File: src/rtl/msg_fifo_reader.sv
// Avalon-MM master that polls the image processor's message FIFO and decodes 3-word bounding-box messages.
// Optional MSG_READER_FLUSH_EN: on a rejected message, write the FIFO flush bit before re-polling.
module msg_fifo_reader #(
  parameter int unsigned POLL_INTERVAL = 16,
  parameter int unsigned READ_LATENCY  = 1,
  parameter logic [31:0] MSG_ID        = 32'h0052_4242,
  parameter logic [2:0]  ADDR_STATUS   = 3'd0,
  parameter logic [2:0]  ADDR_MSG      = 3'd1
) (
  input  logic        clk,
  input  logic        reset,
  input  logic        enable,
  output logic        m_chipselect,
  output logic        m_read,
  output logic        m_write,
  output logic [2:0]  m_address,
  output logic [31:0] m_writedata,
  input  logic [31:0] m_readdata,
  output logic        bb_valid,
  output logic [2:0]  bb_colour,
  output logic        bb_uncertain,
  output logic [10:0] bb_x_min,
  output logic [10:0] bb_y_min,
  output logic [10:0] bb_x_max,
  output logic [10:0] bb_y_max,
  output logic [15:0] msg_count,
  output logic [7:0]  sync_err_count,
  output logic [3:0]  dbg_state
);

  typedef enum logic [3:0] {
    S_IDLE        = 4'd0,
    S_RD_STATUS   = 4'd1,
    S_WAIT_STATUS = 4'd2,
    S_POLL_WAIT   = 4'd3,
    S_RD_WORD     = 4'd4,
    S_WAIT_WORD   = 4'd5,
    S_CHECK       = 4'd6,
    S_EMIT        = 4'd7,
    S_ERR         = 4'd8
  } state_t;

  localparam logic [7:0]  LAT_LAST  = 8'(READ_LATENCY - 1);
  localparam logic [15:0] POLL_LAST = 16'(POLL_INTERVAL - 1);

  state_t      r_state;
  logic [7:0]  r_lat;
  logic [15:0] r_poll;
  logic [1:0]  r_idx;
  logic [31:0] r_w1;
  logic [31:0] r_w2;
  logic        r_bb_valid;
  logic [2:0]  r_bb_colour;
  logic        r_bb_uncertain;
  logic [10:0] r_bb_x_min;
  logic [10:0] r_bb_y_min;
  logic [10:0] r_bb_x_max;
  logic [10:0] r_bb_y_max;
  logic [15:0] r_msg_count;
  logic [7:0]  r_err_count;

  state_t      w_state_nxt;
  logic [7:0]  w_lat_nxt;
  logic [15:0] w_poll_nxt;
  logic [1:0]  w_idx_nxt;
  logic        w_lat_done;
  logic        w_cap_w1;
  logic        w_cap_w2;
  logic        w_emit;
  logic        w_err;
  logic        w_rd;
  logic [2:0]  w_addr;
  logic        w_rsvd_bad;
`ifdef MSG_READER_FLUSH_EN
  logic        w_wr;
`endif

  // Bus protocol: each read is a single-cycle m_read pulse with m_address held for that cycle;
  // m_readdata is sampled READ_LATENCY cycles later, and the wait state guarantees a low gap
  // between reads because the slave pops on the rising edge of m_read.
  assign w_lat_done = (r_lat == LAT_LAST);
  assign w_rsvd_bad = r_w1[28] | (|r_w1[15:11]) | (|r_w2[31:27]) | (|r_w2[15:11]);

  always_comb begin
    w_state_nxt = r_state;
    w_lat_nxt   = '0;
    w_poll_nxt  = '0;
    w_idx_nxt   = r_idx;
    w_cap_w1    = 1'b0;
    w_cap_w2    = 1'b0;
    w_emit      = 1'b0;
    w_err       = 1'b0;
    w_rd        = 1'b0;
    w_addr      = ADDR_STATUS;
`ifdef MSG_READER_FLUSH_EN
    w_wr        = 1'b0;
`endif
    unique case (r_state)
      S_IDLE: begin
        if (enable) w_state_nxt = S_RD_STATUS;
      end
      S_RD_STATUS: begin
        w_rd        = 1'b1;
        w_addr      = ADDR_STATUS;
        w_state_nxt = S_WAIT_STATUS;
      end
      S_WAIT_STATUS: begin
        if (!w_lat_done) begin
          w_lat_nxt = r_lat + 8'd1;
        end else if (m_readdata[15:8] >= 8'd3) begin
          w_idx_nxt   = 2'd0;
          w_state_nxt = S_RD_WORD;
        end else begin
          w_state_nxt = S_POLL_WAIT;
        end
      end
      S_POLL_WAIT: begin
        if (r_poll == POLL_LAST) w_state_nxt = S_IDLE;
        else                     w_poll_nxt  = r_poll + 16'd1;
      end
      S_RD_WORD: begin
        w_rd        = 1'b1;
        w_addr      = ADDR_MSG;
        w_state_nxt = S_WAIT_WORD;
      end
      S_WAIT_WORD: begin
        if (!w_lat_done) begin
          w_lat_nxt = r_lat + 8'd1;
        end else begin
          case (r_idx)
            2'd0: begin
              // A stale count after a software flush also lands here as a header mismatch.
              if (m_readdata != MSG_ID) begin
                w_state_nxt = S_ERR;
              end else begin
                w_idx_nxt   = 2'd1;
                w_state_nxt = S_RD_WORD;
              end
            end
            2'd1: begin
              w_cap_w1    = 1'b1;
              w_idx_nxt   = 2'd2;
              w_state_nxt = S_RD_WORD;
            end
            default: begin
              w_cap_w2    = 1'b1;
              w_state_nxt = S_CHECK;
            end
          endcase
        end
      end
      S_CHECK: begin
        w_state_nxt = w_rsvd_bad ? S_ERR : S_EMIT;
      end
      S_EMIT: begin
        w_emit      = 1'b1;
        w_state_nxt = S_IDLE;
      end
      S_ERR: begin
        w_err       = 1'b1;
`ifdef MSG_READER_FLUSH_EN
        w_wr        = 1'b1;
        w_addr      = ADDR_STATUS;
`endif
        w_state_nxt = S_IDLE;
      end
      default: begin
        w_state_nxt = S_IDLE;
      end
    endcase
  end

  always_ff @(posedge clk or posedge reset) begin
    if (reset) begin
      r_state        <= S_IDLE;
      r_lat          <= '0;
      r_poll         <= '0;
      r_idx          <= '0;
      r_w1           <= '0;
      r_w2           <= '0;
      r_bb_valid     <= 1'b0;
      r_bb_colour    <= '0;
      r_bb_uncertain <= 1'b0;
      r_bb_x_min     <= '0;
      r_bb_y_min     <= '0;
      r_bb_x_max     <= '0;
      r_bb_y_max     <= '0;
      r_msg_count    <= '0;
      r_err_count    <= '0;
    end else begin
      r_state    <= w_state_nxt;
      r_lat      <= w_lat_nxt;
      r_poll     <= w_poll_nxt;
      r_idx      <= w_idx_nxt;
      r_bb_valid <= w_emit;
      if (w_cap_w1) r_w1 <= m_readdata;
      if (w_cap_w2) r_w2 <= m_readdata;
      if (w_emit) begin
        r_bb_colour    <= r_w1[31:29];
        r_bb_uncertain <= r_w1[27];
        r_bb_x_min     <= r_w1[26:16];
        r_bb_y_min     <= r_w1[10:0];
        r_bb_x_max     <= r_w2[26:16];
        r_bb_y_max     <= r_w2[10:0];
        r_msg_count    <= r_msg_count + 16'd1;
      end
      if (w_err && (r_err_count != 8'hFF)) r_err_count <= r_err_count + 8'd1;
    end
  end

  assign m_read         = w_rd;
  assign m_address      = w_addr;
`ifdef MSG_READER_FLUSH_EN
  assign m_write        = w_wr;
  assign m_writedata    = w_wr ? 32'h0000_0010 : 32'h0;
`else
  assign m_write        = 1'b0;
  assign m_writedata    = 32'h0;
`endif
  assign m_chipselect   = m_read | m_write;
  assign bb_valid       = r_bb_valid;
  assign bb_colour      = r_bb_colour;
  assign bb_uncertain   = r_bb_uncertain;
  assign bb_x_min       = r_bb_x_min;
  assign bb_y_min       = r_bb_y_min;
  assign bb_x_max       = r_bb_x_max;
  assign bb_y_max       = r_bb_y_max;
  assign msg_count      = r_msg_count;
  assign sync_err_count = r_err_count;
  assign dbg_state      = r_state;

endmodule

File: config.mk
export PLATFORM = sky130hd
export DESIGN_NAME = msg_fifo_reader
export DESIGN_NICKNAME = d
export VERILOG_FILES = /design/src/rtl/msg_fifo_reader.sv
export SDC_FILE = /design/constraint.sdc
export NUM_CORES = 1
export LEC_CHECK = 0
export CORE_UTILIZATION = 46
export CTS_BUF_LIST = sky130_fd_sc_hd__clkbuf_16
export CTS_CLUSTER_SIZE = 30
export DETAILED_ROUTE_END_ITERATION = 16
export GPL_ROUTABILITY_DRIVEN = 0
export PLACE_DENSITY = 0.86
export REMOVE_ABC_BUFFERS = 1
export SYNTH_ARGS = -nofsm -noshare
export SYNTH_HDL_FRONTEND = slang
export SYNTH_SLANG_ARGS = --single-unit
File: constraint.sdc
create_clock -name clk -period 5.25 [get_ports clk]
set_input_delay 0.525 -clock clk [delete_from_list [all_inputs] [get_ports clk]]
set_output_delay 0.525 -clock clk [all_outputs]
set_load 0.01 [all_outputs]
==> flow_summary.yaml <==
setup_path:
  cp_slowest_cell: "dfrtp_1"
  worstPathArrival_ns: 3.00
  cp-start-kind: "flip-flop"
  critPathCaptureType: "flip-flop"
  crit_top_cell: "buf_4"
  cp_slowest_stage_delay_ns: 0.61
  worstPathRequired_ns: 5.55
  path_class: "reg2reg"
  path_max_fanout: 52
  crit_family: "buffers and inverters"
  r2r_slack_ns: 2.55
  worst-path-buf-inv: 3
  cp_cell_sequence: "nand4b_1 > buf_4 > clkinv_1 > buf_4 > nand4_1 > xnor2_1"
finish:
  finalCoreUtilization: 0.588
  finalInstanceArea_um2: 9030
  multi_input_area_um2: 2820
  antenna_cells: 0
  drive_gt1_frac: 0.127
  fill_cells: 1259
  final_nets: 822
  seq_area_um2: 4180
  area_growth_pct: 23.7
cts:
  cts_tree: "done"
  holdBufCountCts: 0
  post_cts_buffers: 0
  cts_buffers: 17
  clk_pin_slew_worst_paths_ns: 0.06
  insertion_delay_ns: 0.43
  cts_num_sinks: 167
  ctsResizeCount: 0
  cts_buffer_depth: 2
  cts_max_level: 4
  cts_root_buf: "clkbuf_16"
die:
  initial_core_util: 0.475
  die_area_um2: 16400
  num_io_pins: 150
  coreArea_um2: 15400
  die_x_um: 128
  fp.dieH_um: 128
  fp-row-count: 45
global_route:
  overflow: 0
  grt_pass1_vias: 5013
  grt_pass1_wl_um: 25200
  grt_max_degree: 91
  grt.total_usage: 0.199
  antenna_found_initial: 0
yosys:
  async_flop_share: 1.00
  synth_top_cell_by_area: "dfrtp_1"
  yosysMostFrequentCell: "nand2_1"
  synth_top_cells_by_count: "nand2_1, dfrtp_1, mux2_2"
  ys_types: 48
  ys_seq_area_frac: 0.572
  synthCells: 669
  synth_warnings: 0
  syn_avg_cell_area_um2: 10.9
  synth_edf_count: 0
  synth_area_um2: 7300
  synthTopCellsByArea: "dfrtp_1, mux2_2, nand2_1"
  synth_top_area_share: 0.572
  ys_ff_latch: 167
  synth_ff_type: "dfrtp_1"
timing:
  timing_hold_violations_final: 0
  worst_pin_slew_ns: 0.883
  slew_viol_final: 0
  finalCriticalPeriod_ns: 2.70
  fin_crit_sh: 0.514
  skew_ns: 0.0179
  rsz0062_at_grt: "false"
  maxSlewHeadroom: 0.411
  fmax_ghz: 0.370
  tns_ns: 0
  setup_violations: 0
power_and_ir_drop:
  p_total_mw: 3.45
  peakVddDrop_v: 0.000243
  leakagePower_nw: 4.17
  p_per_area_nw_per_um2: 382
job:
  cap_violations: 0
hold_path:
  hold_class: "reg2reg"
detailed_routing:
  viasPerCell: 5.06
  ant_nets: 0
  route.detailed.drc: 0
  drt_wl_total_um: 15300
  first_pass_iters: 6
  wire_per_inst_um: 15.2
  vias: 5089
  drtIter0Drc: 262
run_status:
  outcome: "completed"
placed_design:
  dp_hpwl_um: 10500
  post_dp_cell_area_um2: 8500
  port_buffers: 114
-- worst reg2reg max path: stages (launching register included) --
cell	delay (ns)
dfrtp_1	0.61
nand4b_1	0.57
buf_4	0.50
clkinv_1	0.11
buf_4	0.45
nand4_1	0.20
xnor2_1	0.15
-- sequential cells by signal, indices dropped and copies added (netlist names) --
signal	flops
r_w1	32
r_w2	32
msg_count	16
r_poll	16
bb_x_max	11
bb_x_min	11
bb_y_max	11
bb_y_min	11
r_lat	8
sync_err_count	8
dbg_state	4
bb_colour	3
r_idx	2
bb_uncertain	1
bb_valid	1
-- metrics by stage --
| step | setup WS (ns) | hold slack (ns) | instances |
|---|---|---|---|
| 2_1_floorplan | 0.207 | 0.432 | 644 |
| 3_3_place_gp | 2.65 | 0.438 | 974 |
| 3_5_place_dp | 2.58 | 0.449 | 974 |
| 4_1_cts | 2.58 | 0.465 | 1005 |
| 5_1_grt | 2.29 | 0.488 | 1005 |
| 6_report | 2.55 | 0.458 | 1005 |
-- power by group --
group          total (mW)  internal [mW]  switching [mW]
registers            1.59           1.44           0.147
clock network        1.15          0.645           0.508
logic               0.709          0.373           0.336
total                3.45           2.46           0.990
-- layer usage --
metal	track usage	routed length, um	vias to the layer above
li1	-	-	2428
met5	0	0	-
met1	0.267	6830	2490
met2	0.318	7550	147
met3	0.0371	578	24
met4	0.0824	298	0
-- area by class of cell --
| cell class | count | area share |
|---|---|---|
| inverters | 13 | 0.00596 |
| repair buffers | 119 | 0.130 |
| flip-flops and latches | 167 | 0.463 |
| multi-input cells | 464 | 0.312 |
| clock buffers | 17 | 0.0471 |
| clock inverters | 14 | 0.0122 |
| well taps | 211 | 0.0292 |
-- cell families (layout without fill, tap and decap cells) --
logic type      Yosys count  after routing  share of synthesized area
flops                   167            167                      0.572
buf+inv                  72            163                     0.0586
other cells               1             35                   0.000514
fa+ha+maj                 5              5                    0.00857
simple gates            288            288                      0.184
xor+xnor                 39             39                     0.0468
compound gates           33             33                     0.0305
mux                      64             64                     0.0987
-- worst paths after layout --
kind | depth (start not counted) | endpoint | start
min | 2 | bb_x_max[3] | r_w2[19]
min reg2reg | 2 | bb_x_max[3] | r_w2[19]
max | 6 | msg_count[3] | dbg_state[2]
max reg2reg | 6 | msg_count[3] | dbg_state[2]
max in group asynchronous | 3 | r_w2[13] | reset
min in group asynchronous | 2 | bb_valid | reset
-- cell usage in the layout, fill, tap and decap left out, types with 17 or more instances in the layout --
cell type	netlist	layout
nand2_1	170	170
dfrtp_1	167	167
clkdlybuf4s50_1	0	114
mux2_2	62	62
conb_1	1	35
nor2_1	29	29
nand3_1	21	21
xor2_1	20	20
xnor2_1	19	19
clkbuf_16	0	17
(Power assumes the default switching activity.)
